--- src/rtl/qed_encoder.sv ---
// qed_encoder
// Rebuilds a 32-bit RV32I instruction word from decoded fields and, when QED
// duplication is enabled, follows it with a duplicate copy. The duplicate uses
// the upper register bank (x16..x31) and data memory shifted by MEM_OFFSET.
//
// Ports
//   clk        : sole clock, rising edge
//   rst_n      : synchronous active-low reset
//   qed_ena    : duplication enable, captured when an input is accepted
//   in_valid   : decoded fields valid          in_ready : can accept this cycle
//   opcode, rd, rs1, rs2, funct3, funct7, imm12, imm5, uimm31 : decoded fields
//   out_valid  : out_instr valid               out_ready : consumer accepts
//   out_instr  : re-encoded instruction word
//   out_is_dup : out_instr is the duplicate copy
//   dup_count  : saturating count of duplicates emitted
module qed_encoder #(
  parameter logic [11:0] MEM_OFFSET = 12'h400
) (
  input  logic        clk,
  input  logic        rst_n,
  input  logic        qed_ena,
  input  logic        in_valid,
  output logic        in_ready,
  input  logic [6:0]  opcode,
  input  logic [4:0]  rd,
  input  logic [4:0]  rs1,
  input  logic [4:0]  rs2,
  input  logic [2:0]  funct3,
  input  logic [6:0]  funct7,
  input  logic [11:0] imm12,
  input  logic [4:0]  imm5,
  input  logic [19:0] uimm31,
  output logic        out_valid,
  input  logic        out_ready,
  output logic [31:0] out_instr,
  output logic        out_is_dup,
  output logic [15:0] dup_count
);

  localparam logic [6:0] OP_R     = 7'b0110011;
  localparam logic [6:0] OP_I     = 7'b0010011;
  localparam logic [6:0] OP_LW    = 7'b0000011;
  localparam logic [6:0] OP_SW    = 7'b0100011;
  localparam logic [6:0] OP_LUI   = 7'b0110111;
  localparam logic [6:0] OP_AUIPC = 7'b0010111;
  localparam logic [31:0] NOP     = 32'h00000013;

  typedef enum logic [1:0] {EMPTY, ORIG, DUP} state_t;

  state_t      state;
  logic        dup_pending;
  logic [31:0] dup_word_q;
  logic [31:0] orig_word;
  logic [31:0] dup_word;
  logic [11:0] lw_imm;
  logic [11:0] sw_imm;
  logic        accept;

  // Upper-bank remap; x0 stays x0 so hard-wired zero semantics are preserved.
  function automatic logic [4:0] remap(input logic [4:0] r);
    return (r == 5'd0) ? 5'd0 : {1'b1, r[3:0]};
  endfunction

  assign lw_imm = imm12 + MEM_OFFSET;
  assign sw_imm = {funct7, imm5} + MEM_OFFSET;

  always_comb begin
    orig_word = {funct7, rs2, rs1, funct3, rd, opcode};
    dup_word  = NOP;
    case (opcode)
      OP_R: begin
        orig_word = {funct7, rs2, rs1, funct3, rd, opcode};
        dup_word  = {funct7, remap(rs2), remap(rs1), funct3, remap(rd), opcode};
      end
      OP_I: begin
        orig_word = {imm12, rs1, funct3, rd, opcode};
        dup_word  = {imm12, remap(rs1), funct3, remap(rd), opcode};
      end
      OP_LW: begin
        orig_word = {imm12, rs1, funct3, rd, opcode};
        dup_word  = {lw_imm, remap(rs1), funct3, remap(rd), opcode};
      end
      OP_SW: begin
        orig_word = {funct7, rs2, rs1, funct3, imm5, opcode};
        dup_word  = {sw_imm[11:5], remap(rs2), remap(rs1), funct3, sw_imm[4:0], opcode};
      end
      OP_LUI, OP_AUIPC: begin
        orig_word = {uimm31, rd, opcode};
        dup_word  = {uimm31, remap(rd), opcode};
      end
      default: begin
        orig_word = {funct7, rs2, rs1, funct3, rd, opcode};
        dup_word  = NOP;
      end
    endcase
  end

  assign in_ready = (state == EMPTY)
                  | ((state == ORIG) & ~dup_pending & out_ready)
                  | ((state == DUP) & out_ready);
  assign accept   = in_valid & in_ready;

  // in_ready is low in ORIG while a duplicate is pending, so acceptance never
  // coincides with the ORIG->DUP step and can be handled first for all states.
  always_ff @(posedge clk) begin
    if (!rst_n) begin
      state       <= EMPTY;
      out_valid   <= 1'b0;
      out_instr   <= '0;
      out_is_dup  <= 1'b0;
      dup_pending <= 1'b0;
      dup_word_q  <= '0;
      dup_count   <= '0;
    end else begin
      if (state == DUP && out_ready && dup_count != 16'hFFFF)
        dup_count <= dup_count + 16'd1;

      if (accept) begin
        state       <= ORIG;
        out_valid   <= 1'b1;
        out_instr   <= orig_word;
        out_is_dup  <= 1'b0;
        dup_word_q  <= dup_word;
        dup_pending <= qed_ena;
      end else begin
        case (state)
          ORIG: begin
            if (out_ready) begin
              if (dup_pending) begin
                state      <= DUP;
                out_instr  <= dup_word_q;
                out_is_dup <= 1'b1;
              end else begin
                state      <= EMPTY;
                out_valid  <= 1'b0;
                out_is_dup <= 1'b0;
              end
            end
          end
          DUP: begin
            if (out_ready) begin
              state      <= EMPTY;
              out_valid  <= 1'b0;
              out_is_dup <= 1'b0;
            end
          end
          default: state <= EMPTY;
        endcase
      end
    end
  end

endmodule

--- config.mk ---
export PLATFORM = sky130hd
export DESIGN_NAME = qed_encoder
export DESIGN_NICKNAME = d
export VERILOG_FILES = /design/src/rtl/qed_encoder.sv
export SDC_FILE = /design/constraint.sdc
export NUM_CORES = 1
export LEC_CHECK = 0
export ABC_AREA = 1
export BUFFER_PORTS_ARGS = -buffer_cell sky130_fd_sc_hd__buf_2
export CAP_MARGIN = 40
export CORE_UTILIZATION = 53
export CTS_CLUSTER_SIZE = 8
export DETAILED_ROUTE_END_ITERATION = 10
export GPL_ROUTABILITY_DRIVEN = 0
export GPL_TIMING_DRIVEN = 0
export PLACE_DENSITY = 0.78
export RECOVER_POWER = 100
export SYNTH_ARGS = -nofsm -noshare
export SYNTH_HDL_FRONTEND = slang
export SYNTH_SLANG_ARGS = --single-unit
--- constraint.sdc ---
create_clock -name clk -period 1.9 [get_ports clk]
set_input_delay 0.095 -clock clk [delete_from_list [all_inputs] [get_ports clk]]
set_output_delay 0.095 -clock clk [all_outputs]
set_load 0.005 [all_outputs]
Yosys cells after proc, flatten, opt, wreduce, memory -nomap -nowiden
Index checks and enable logic that the tools add are counted.
{"block": "totals", "regBits": 85, "input_bits": 74, "out_inout_bits": 51, "word_cells": 74}
{"block": "op_classes", "add_sub_neg": 3, "eq_ne": 14, "muxes": 22, "bitwise_logic": 8, "reduce_logical": 19}
{"cell": "$pmux 32 s5", "n": 1}
{"cell": "$mux 32", "n": 4}
{"cell": "$pmux 32 s3", "n": 1}
{"cell": "$add 12x11->12 const B", "n": 2}
{"cell": "$eq 7x6->1 const B", "n": 3}
{"cell": "$add 16x1->16 const B", "n": 1}
{"cell": "$ne 16x16->1 const B", "n": 1}
{"cell": "$logic_not 5->1", "n": 3}
{"cell": "$mux 5", "n": 3}
{"cell": "$eq 7x5->1 const B", "n": 2}
{"cell": "$ne 3x3->1 const B", "n": 3}
{"cell": "$reduce_bool 2->1", "n": 4}
{"cell": "$eq 7x2->1 const B", "n": 1}
{"cell": "$mux 1", "n": 7}
{"cell": "$mux 2", "n": 3}
{"cell": "$reduce_and 3->1", "n": 2}
{"cell": "$reduce_or 2->1", "n": 3}
{"cell": "$and 1x1->1", "n": 4}
{"cell": "$ne 2x2->1 const B", "n": 2}
{"cell": "$pmux 1 s2", "n": 2}
{"cell": "$pmux 2 s2", "n": 1}
{"cell": "$reduce_and 2->1", "n": 2}
{"cell": "$reduce_and 4->1", "n": 1}
{"cell": "$reduce_bool 3->1", "n": 1}
{"cell": "other kinds (6)", "n": 9}

Longest topological paths before layout
{"block": "depth", "depth_word": 8, "depth_mapped": 13, "mapped_depth_nobuf": 12}

Worst setup path before layout
OpenSTA, ideal clock, no wires.
{"block": "synth_timing", "path_type": "reg-to-reg", "from": "register dup_count[0]", "to": "register dup_count[14]", "setup_ns": 0.141, "arrival_ns": 1.395, "required_ns": 1.759, "slack_ns": 0.365, "path_stages_with_launch": 10, "period_less_slack_ns": 1.535, "cell_sequence": "dfxtp_1 > ha_1 > nand3_2 > nor3_4 > nand2_2 > nand2_4 > inv_2 > buf_6 > nand2_1 > a21oi_2"}
{"block": "synth_between", "elab_chain_cells": 2}
{"item": "start: declaration", "line_no": "37", "rtl": "output logic [15:0] dup_count"}
{"item": "start signal: assignment", "line_no": "116", "rtl": "dup_count <= dup_count + 16'd1;"}
{"item": "branches (longest 2 deep; another with $add 16x1->16)"}
Several ways; the timed one is not identified.
A chain may end at the register's enable or synchronous reset.

Worst setup path after layout
{"block": "layout_timing", "from": "register state[1]", "to": "register out_instr[18]"}
{"block": "layout_between", "elab_chain_cells": 8}
{"item": "start: declaration", "line_no": "50", "rtl": "state_t state;"}
{"item": "start signal: assignment", "line_no": "107", "rtl": "state <= EMPTY;"}
{"item": "start signal: assignment", "line_no": "119", "rtl": "state <= ORIG;"}
{"item": "start signal: assignment", "line_no": "130", "rtl": "state <= DUP;"}
{"item": "$eq 2x1->1", "line_no": "99, 126"}
{"item": "$and 1x1->1 (2 in a row)", "line_no": "99", "rtl": "| ((state == ORIG) & ~dup_pending & out_ready)"}
{"item": "$or 1x1->1", "line_no": "99"}
{"item": "$or 1x1->1", "line_no": "100", "rtl": "| ((state == DUP) & out_ready);"}
{"item": "$and 1x1->1", "line_no": "101", "rtl": "assign accept = in_valid & in_ready;"}
{"item": "$reduce_bool 2->1 (no line)"}
{"item": "$reduce_and 3->1 (no line)"}
{"item": "end signal: assignment", "line_no": "121", "rtl": "out_instr <= orig_word;"}
{"item": "end signal: assignment", "line_no": "131", "rtl": "out_instr <= dup_word_q;"}
{"item": "end: declaration", "line_no": "35", "rtl": "output logic [31:0] out_instr,"}
Parallel ways exist; a longest one is shown, timed or not.

==> flow_summary.yaml <==
run_status:
  outcome: "finished, final reports clean"
global_routing:
  track_usage: 0.3057
  grt_antenna_before_repair: 0
  met1_usage: 0.3771
  use_met3: 0.05608
  met2_usage: 0.5100
  grt.busiest_layer: "met2"
  grt_pass1_wl_mm: 21.66
  grt_max_degree: 16
  grt_overflow: 0
  grt_pass1_vias: 4794
drt:
  firstDrtPassIters: 5
  num_vias: 5223
  drt_iter0_drc: 373
  via_per_inst: 5.424
  drcViolationCount: 0
  wl_per_cell_um: 14.36
  drt-total-wl_mm: 13.83
  drt.antenna.violating_nets: 0
synthesis:
  avgSynthCellArea_um2: 6.579
  yosys-top-cells-count: "212 x nand2_1, 85 x dfxtp_1, 80 x inv_1"
  synthTopCellsByArea: "dfxtp_1 36%, nand2_1 17%, inv_1 6.4%"
  synth.top_cell.area_share: 0.3612
  syn-num-nets: 791
  synth-main-ff-cell: "dfxtp_1"
  synth_edf_count: 0
  synth_cell_types: 38
  ys_ff_latch: 85
  ys_seq_area_frac: 0.3612
  synth_area_um2: 4711
  synth_most_common_cell: "nand2_1"
  synthCells: 716
  ys_async_sr_fraction: 0
  netlist.top_cell.by_area: "dfxtp_1"
  yosysWarnings: 0
clock_tree:
  ctsHoldBuffers: 0
  clockBufferDepth: 2
  root_buffer: "clkbuf_8"
  cts_tree: "yes"
  numCtsBuffers: 9
  cts_setup_buffers: 0
  cts.sinks: 85
  clk_pin_slew_ps: 110
  h-tree-depth: 3
  clk_latency_ps: 370
  ctsResizeCount: 0
power:
  p_per_area_nw_per_um2: 676.1
  switchingPower_w: 0.001088
  sequentialPowerShare: 0.497
  cellLeakagePower_nw: 2.663
  pwr-share-clk: 0.354
  vdd_drop_max_mv: 0.3287
  p_comb_frac: 0.149
  p_int_w: 0.002718
  switching_share: 0.2859
  total_power_w: 0.003807
hold_path:
  hold_path.class: "in2reg"
  hold_depth: 3
run:
  cap_violations: 0
sta:
  relSlewSlack: 0.5044
  min_period_ps: 1775
  fin_crit_sh: 0.9343
  fin_worst_skew_ps: 17.02
  tightestPinTransition_ps: 743.4
  maxSlewViolCount: 0
  timing.fmax_ghz: 0.5633
  setup_violations: 0
  final_hold_viol_count: 0
  rsz0062_at_grt: "true"
floorplanning:
  num_io_pins: 125
  rows: 34
  die_h_um: 96.28
  die_area_um2: 9269
  fp.dieW_um: 96.28
  initial_core_util: 0.5428
  core_area_um2: 8678
setup_path:
  endpoint_kind: "flop"
  cp.arrival_ps: 2080
  reg2reg_slack_ps: 120
  reg2regPathDepth: 9
  startpoint_type: "flop"
  required_ps: 2210
  crit_fanout: 10
  critPathKind: "reg2reg"
cells_and_area:
  fillCellCount: 816
  regArea_um2: 1702
  final_util: 0.6488
  fin_nets: 925
  multi_input_area_um2: 2456
  syn_to_final_growth_pct: 19.52
  layout-drive-gt1-share: 0.1977
  diodes: 0
placement:
  io_buffers: 123
  post-dp-hpwl_mm: 10.38
final timing paths:
kind                                    start             to
worst min register to register  dup_word_q[6]  dup_word_q[6]
worst min-delay path                opcode[1]   out_instr[1]
worst max-delay path                 state[1]  out_instr[18]
worst max register to register       state[1]  out_instr[18]
metrics by stage:
| step | TNS (ps) | hold slack, ps | std cells | area (um2) | worst slack [ps] |
|---|---|---|---|---|---|
| 6_report | 0 | 11.40 | 963 | 5630 | 124.9 |
| 5_1_grt | -14.83 | 23.19 | 963 | 5630 | -14.83 |
| 4_1_cts | 0 | 14.28 | 963 | 5668 | 111.1 |
| 3_5_place_dp | 0 | 384.6 | 947 | 5461 | 138.4 |
| 3_3_place_gp | 0 | 369.4 | 947 | 5461 | 193.4 |
| 2_1_floorplan | 0 | 248.8 | 716 | 4711 | 364.9 |
layer usage:
layer | share of wire | up-vias | routed length (um)
met2 | 0.47 | 223 | 6493
li1 | - | 2575 | -
met5 | 0 | - | 0
met4 | 0.029 | 0 | 397
met1 | 0.42 | 2387 | 5762
met3 | 0.085 | 38 | 1174
sequential cells by signal, summed over array words and instances (netlist names):
| name | flops |
|---|---|
| dup_count | 16 |
| dup_pending | 1 |
| dup_word_q | 32 |
| out_instr | 32 |
| out_is_dup | 1 |
| out_valid | 1 |
| state | 2 |
cell type report:
type                    instances  share of cell area
multi-input cells             508              0.4362
flip-flops and latches         85              0.3022
clock buffers                  10             0.02444
clock inverters                 6             0.01222
repair buffers                123              0.1016
plain buffers                  36             0.04089
well taps                     108             0.02400
inverters                      87             0.05844
placed cells by master (no fill, tap or decap), types with 13 or more instances in the layout:
master	n
nand2_1	212
buf_2	99
dfxtp_1	85
inv_1	80
o21ai_0	54
nor2_1	49
a21oi_1	48
clkbuf_1	45
nand3_1	29
nand4_1	16
o211ai_1	13
power groups by stage:
stage	sequential [W]	combinational (W)	clock, W
floorplan	0.00193	0.000301	0
global placement	0.00193	0.000553	0
detailed placement	0.00193	0.000562	0
CTS	0.00189	0.000565	0.00135
global route	0.00190	0.000629	0.00143
finish	0.00189	0.000565	0.00135
critical path, cell delays in order (launching register included):
cell and delay (ps):
dfxtp_1 330, inv_1 60, nor2_1 140, nand2_1 140, a21boi_2 360, buf_2 320
nand2_1 100, nand3_1 110, o211ai_1 100, inv_1 80
cells by family after synthesis:
logic type / share of synthesized area
flops: 0.3612
compound gates: 0.1849
simple gates: 0.3129
buf+inv: 0.1179
xor+xnor: 0.02045
fa+ha+maj: 0.002656
Power figures use the tool's default switching activity.
